**src/rtl/vga_pkg.sv**
```systemverilog
// Shared raster timing defaults and helpers for the VGA timing generator.
// Default set is 1024x768 @ 60 Hz with a 65 MHz pixel clock.
package vga_pkg;

    localparam int CNT_W   = 11;
    localparam int CNT_MAX = (1 << CNT_W) - 1;

    localparam int H_ACTIVE_DEF = 1024;
    localparam int H_FP_DEF     = 24;
    localparam int H_SYNC_DEF   = 136;
    localparam int H_BP_DEF     = 160;

    localparam int V_ACTIVE_DEF = 768;
    localparam int V_FP_DEF     = 3;
    localparam int V_SYNC_DEF   = 6;
    localparam int V_BP_DEF     = 29;

    function automatic int axis_total(input int active, input int fp,
                                      input int sync, input int bp);
        return active + fp + sync + bp;
    endfunction

endpackage

```
**src/rtl/vga_axis_counter.sv**
```systemverilog
// One raster axis: position counter with registered sync/blank flags that
// always describe the same position as the counter.
module vga_axis_counter
    import vga_pkg::*;
#(
    parameter int ACTIVE = H_ACTIVE_DEF,
    parameter int FP     = H_FP_DEF,
    parameter int SYNC   = H_SYNC_DEF,
    parameter int BP     = H_BP_DEF,
    parameter bit POL    = 1'b0
) (
    input  logic             clk,
    input  logic             rst_n,
    input  logic             step,
    output logic [CNT_W-1:0] count,
    output logic             sync,
    output logic             blnk,
    output logic             wrap
);

    localparam int TOTAL = axis_total(ACTIVE, FP, SYNC, BP);

    if (TOTAL > CNT_MAX) begin : g_total_too_large
        $error("vga_axis_counter: axis total %0d exceeds %0d", TOTAL, CNT_MAX);
    end

    localparam logic [CNT_W-1:0] LAST_C    = CNT_W'(TOTAL - 1);
    localparam logic [CNT_W-1:0] ACTIVE_C  = CNT_W'(ACTIVE);
    localparam logic [CNT_W-1:0] SYNC_LO_C = CNT_W'(ACTIVE + FP);
    localparam logic [CNT_W-1:0] SYNC_HI_C = CNT_W'(ACTIVE + FP + SYNC);

    logic [CNT_W-1:0] count_q, count_d;
    logic             sync_q, blnk_q;

    function automatic logic in_sync(input logic [CNT_W-1:0] c);
        return (c >= SYNC_LO_C) && (c < SYNC_HI_C);
    endfunction

    always_comb begin
        count_d = count_q;
        if (step) begin
            count_d = (count_q == LAST_C) ? '0 : count_q + 1'b1;
        end
    end

    // Flags are computed from count_d so they land on the same edge as the count.
    always_ff @(posedge clk or negedge rst_n) begin
        if (!rst_n) begin
            count_q <= '0;
            sync_q  <= ~POL;
            blnk_q  <= 1'b0;
        end else begin
            count_q <= count_d;
            sync_q  <= in_sync(count_d) ? POL : ~POL;
            blnk_q  <= (count_d >= ACTIVE_C);
        end
    end

    assign count = count_q;
    assign sync  = sync_q;
    assign blnk  = blnk_q;
    assign wrap  = (count_q == LAST_C);

endmodule

```
**src/rtl/vga_timing_gen.sv**
```systemverilog
// Raster timing for the Pong display chain: pixel/line counters, sync,
// blanking, plus a frame-start strobe and frame counter for game pacing.
module vga_timing_gen
    import vga_pkg::*;
#(
    parameter int H_ACTIVE  = H_ACTIVE_DEF,
    parameter int H_FP      = H_FP_DEF,
    parameter int H_SYNC    = H_SYNC_DEF,
    parameter int H_BP      = H_BP_DEF,
    parameter int V_ACTIVE  = V_ACTIVE_DEF,
    parameter int V_FP      = V_FP_DEF,
    parameter int V_SYNC    = V_SYNC_DEF,
    parameter int V_BP      = V_BP_DEF,
    parameter bit HSYNC_POL = 1'b0,
    parameter bit VSYNC_POL = 1'b0
) (
    input  logic             clk,
    input  logic             rst_n,
    input  logic             ce,
    output logic [CNT_W-1:0] hcount,
    output logic [CNT_W-1:0] vcount,
    output logic             hsync,
    output logic             vsync,
    output logic             hblnk,
    output logic             vblnk,
    output logic             frame_start,
    output logic [15:0]      frame_cnt
);

    logic h_wrap, v_wrap, v_step, frame_wrap;
    logic        frame_start_q;
    logic [15:0] frame_cnt_q;

    assign v_step     = ce & h_wrap;
    assign frame_wrap = v_step & v_wrap;

    vga_axis_counter #(
        .ACTIVE (H_ACTIVE),
        .FP     (H_FP),
        .SYNC   (H_SYNC),
        .BP     (H_BP),
        .POL    (HSYNC_POL)
    ) u_h (
        .clk   (clk),
        .rst_n (rst_n),
        .step  (ce),
        .count (hcount),
        .sync  (hsync),
        .blnk  (hblnk),
        .wrap  (h_wrap)
    );

    vga_axis_counter #(
        .ACTIVE (V_ACTIVE),
        .FP     (V_FP),
        .SYNC   (V_SYNC),
        .BP     (V_BP),
        .POL    (VSYNC_POL)
    ) u_v (
        .clk   (clk),
        .rst_n (rst_n),
        .step  (v_step),
        .count (vcount),
        .sync  (vsync),
        .blnk  (vblnk),
        .wrap  (v_wrap)
    );

    // Strobe is rewritten every clock so it drops even while ce holds (0,0).
    always_ff @(posedge clk or negedge rst_n) begin
        if (!rst_n) begin
            frame_start_q <= 1'b0;
            frame_cnt_q   <= '0;
        end else begin
            frame_start_q <= frame_wrap;
            if (frame_wrap) begin
                frame_cnt_q <= frame_cnt_q + 16'd1;
            end
        end
    end

    assign frame_start = frame_start_q;
    assign frame_cnt   = frame_cnt_q;

endmodule

```
**config.mk**
```make
export PLATFORM = sky130hd
export DESIGN_NAME = vga_timing_gen
export DESIGN_NICKNAME = d
export VERILOG_FILES = /design/src/rtl/vga_pkg.sv /design/src/rtl/vga_axis_counter.sv /design/src/rtl/vga_timing_gen.sv
export SDC_FILE = /design/constraint.sdc
export NUM_CORES = 1
export LEC_CHECK = 0
export ABC_AREA = 1
export BUFFER_PORTS_ARGS = -buffer_cell sky130_fd_sc_hd__clkbuf_2
export CORE_UTILIZATION = 60
export CTS_CLUSTER_DIAMETER = 200
export DETAILED_ROUTE_END_ITERATION = 8
export PLACE_DENSITY = 0.82
export SKIP_CTS_REPAIR_TIMING = 1
export SYNTH_ARGS = -nofsm -noshare
export SYNTH_HDL_FRONTEND = slang
export SYNTH_SLANG_ARGS = --single-unit
```
**constraint.sdc**
```tcl
create_clock -name clk -period 2.4 [get_ports clk]
set_input_delay 0.24 -clock clk [delete_from_list [all_inputs] [get_ports clk]]
set_output_delay 0.24 -clock clk [all_outputs]
set_load 0.05 [all_outputs]
```
==> insert_results.sql <==
INSERT INTO impl_metrics (metric_group, metric, value, unit) VALUES
('setup_path', 'worst_setup_path_end_kind', 'flip-flop', ''),
('pwr', 'power.share.clock', '22.6', '%'),
('grt', 'antenna_found_initial', '0', ''),
('clocking', 'clock_latency', '0.30', 'ns'),
('setup_path', 'timing.critical_path.cells', 'ha_1, nand2_1, nor2_1, nand3_4, nor3_2, nand2_1, nor2_1, xor2_1', ''),
('sta', 'final_max_slew_viol_count', '0', ''),
('sta', 'rsz_0062_raised_after_global_routing', 'no', ''),
('grt', 'grt_usage', '28.0', '%'),
('detailed_routing', 'firstDrtPassIters', '5', ''),
('pwr', 'total_leakage_power', '0.00158', 'µW'),
('synth', 'synth_top_area_share', '40.5', '%'),
('grt', 'vias_in_the_first_global_route', '1984', ''),
('setup_path', 'worstSetupStartpoint', 'u_v.count[0]', ''),
('die', 'std_cell_rows', '22', ''),
('sta', 'worst_hold_slack', '-0.00529', 'ns'),
('finish', 'nFillCells', '304', ''),
('synth', 'synth.yosys.warnings', '0', ''),
('setup_path', 'cp_num_cells', '8', ''),
('setup_path', 'reg2reg_to', 'frame_cnt[10]', ''),
('synth', 'postSynth.topFlopCell', 'dfrtp_1', ''),
('setup_path', 'critical_path.endpoint', 'frame_cnt[10]', ''),
('pwr', 'pwr_density_cell', '735', 'nW/µm²'),
('sta', 'maxSlewHeadroom', '65.7', '%'),
('setup_path', 'cpLargestDelayFamily', 'simple AND/OR/NAND/NOR gates', ''),
('synth', 'ys_top_cells_by_area', 'dfrtp_1 (40%), nand2_1 (15%), inv_1 (6.5%)', ''),
('sta', 'setup_violations', '0', ''),
('pwr', 'power.switching_fraction', '43.3', '%'),
('detailed_routing', 'drc_errors', '0', ''),
('sta', 'fin_crit', '1.89', 'ns'),
('detailed_routing', 'detail-route-antenna-nets', '0', ''),
('pwr', 'power_switching', '902', 'µW'),
('finish', 'post-route-util', '74.5', '%'),
('clocking', 'cts-buffers-inserted', '5', ''),
('clocking', 'clkSinkCount', '42', ''),
('setup_path', 'arrival', '2.10', 'ns'),
('setup_path', 'cp_slowest_cell', 'dfrtp_1', ''),
('sta', 'finalHoldViolCount', '6', ''),
('detailed_routing', 'via_count', '2275', ''),
('finish', 'drive_above_1_share', '21.5', '%'),
('clocking', 'worst_setup_hold_path_clk_slew', '0.08', 'ns'),
('setup_path', 'worst_r2r_setup_slack', '0.51', 'ns'),
('setup_path', 'cp_max_fo', '7', ''),
('grt', 'grt_max_degree', '43', ''),
('setup_path', 'worstPathRequired', '2.61', 'ns'),
('setup_path', 'reg2reg_depth', '8', ''),
('clocking', 'clock-root-buffer', 'clkbuf_8', ''),
('setup_path', 'timing_worst_setup_path_type', 'reg -> reg', ''),
('run_status', 'failed_checks', 'negative hold slack', ''),
('sta', 'min_period_over_period', '78.6', '%'),
('synth', 'yosysSeqAreaShare', '42.6', '%'),
('placed_design', 'placement.cell_area', '2740', 'µm²'),
('synth', 'syn-mean-instance-area', '7.59', 'µm²'),
('placed_design', 'dp_hpwl', '4100', 'µm'),
('detailed_routing', 'via_per_inst', '5.35', ''),
('pwr', 'design_power_total', '2080', 'µW'),
('die', 'die_area', '4380', 'µm²'),
('run_status', 'status', 'finished with violations', ''),
('grt', 'first_pass_grt_wire_length', '9140', 'µm'),
('detailed_routing', 'post_drt_wl_per_cell', '12.9', 'µm'),
('setup_path', 'cp.buffers_inverters', '0', ''),
('detailed_routing', 'routed_wirelength', '5490', 'µm'),
('sta', 'worst_clock_skew', '0.0113', 'ns'),
('synth', 'number_of_storage_elements_in_the_synthesis_netlist', '42', ''),
('pwr', 'comb_power_share', '34.0', '%'),
('finish', 'syn_to_final_growth', '14.5', '%'),
('sta', 'max_clock_freq', '0.530', 'GHz'),
('die', 'chipWidth', '66.2', 'µm'),
('clocking', 'tritoncts', 'yes', ''),
('finish', 'nNetsFinal', '383', ''),
('pwr', 'ir_worst_vdd', '777', 'µV'),
('synth', 'synth-async-reset-ratio', '100', '%');
worst reg2reg max path, cell delays in order (launching register included):
cell	delay, ns
dfrtp_1	0.45
ha_1	0.23
nand2_1	0.07
nor2_1	0.17
nand3_4	0.15
nor3_2	0.25
nand2_1	0.15
nor2_1	0.14
xor2_1	0.20
power groups by stage:
stage                     clock network, µW  logic [µW]  registers [µW]
after global placement                    0         696             908
final                                   471         709             902
after floorplan                           0         280            1170
after global routing                    501         765             912
after CTS                               479         713             898
after detailed placement                  0         708             908
registers in the layout (all words and copies together) (netlist names):
signal       flops
frame_cnt       16
u_v.count       11
u_h.count       10
frame_start      1
u_h.blnk         1
u_h.sync         1
u_v.blnk         1
u_v.sync         1
Yosys cell counts (4+ instances only):
cell and instances:
a21oi_1 5, inv_1 43, nand2_1 102, nand4_1 7
nor2_1 32, ha_1 4, xor2_1 11, nand3_1 25
dfrtp_1 40, xnor2_1 5, nor2_2 6, inv_2 5
o21ai_0 8
how the worst min path moves through the flow:
stage,end,slack (ns)
2_1_floorplan,frame_cnt[0],-0.06
6_report,u_v.count[7],-0.005
4_1_cts,u_v.count[4],0.02
3_5_place_dp,u_v.count[4],0.33
3_3_place_gp,u_v.count[4],0.33
5_1_grt,u_v.count[5],0.06
cell families (layout without fill, tap and decap cells):
family	Yosys count	after routing	synth area share, %
and+or+nand+nor	192	192	36.6
buffers and inverters	52	103	8.50
DFF	42	42	42.6
AOI/OAI and AO/OA	20	20	4.65
xor gates and xnor gates	16	16	5.66
adders and majority gates	4	4	2.02
final cells by class:
type / instances / area [µm²] / area share, %
inverter: 49 / 184 / 6.50
multi-input combinational: 232 / 1210 / 42.7
timing repair buffer: 46 / 233 / 8.22
sequential: 42 / 1050 / 37.2
clock buffer: 7 / 86.3 / 3.05
tap: 48 / 60.1 / 2.12
clock inverter: 1 / 5.00 / 0.177
layer usage:
metal | vias to the layer above | global-route usage, % | share of wire [%]
met4 | 0 | 11.4 | 2.4
met2 | 72 | 44.4 | 48
met1 | 1069 | 37.4 | 45
met3 | 13 | 5.34 | 4.5
met5 | - | 0 | 0
li1 | 1121 | - | -
through the flow:
step | instances | worst slack (ns) | hold WS [ns]
final | 425 | 0.514 | -0.00529
after global routing | 425 | 0.343 | 0.0615
after CTS | 425 | 0.522 | 0.0158
after detailed placement | 417 | 0.555 | 0.335
after global placement | 417 | 0.685 | 0.334
after floorplan | 326 | 0.416 | -0.0556
cells in the final DEF (no fill, tap or decap):
master / count
nand2_1: 102
clkbuf_2: 45
inv_1: 43
dfrtp_1: 40
nor2_1: 32
nand3_1: 25
xor2_1: 11
o21ai_0: 8
nand4_1: 7
nor2_2: 6
clkbuf_8: 6
inv_2: 5
a21oi_1: 5
xnor2_1: 5
ha_1: 4
nand3_2: 3
nand2_2: 3
nand3b_1: 3
nor2_4: 2
nor3_1: 2
a21o_1: 2
o21ai_1: 2
dfstp_2: 2
nand3_4: 1
nor2_8: 1
o21bai_1: 1
nand2_4: 1
o21ai_2: 1
a21oi_2: 1
nor4_1: 1
clkinv_1: 1
nor3b_1: 1
nor3b_4: 1
nor3_2: 1
clkinv_2: 1
clkbuf_1: 1
buf_4: 1
(Power assumes the default switching activity.)
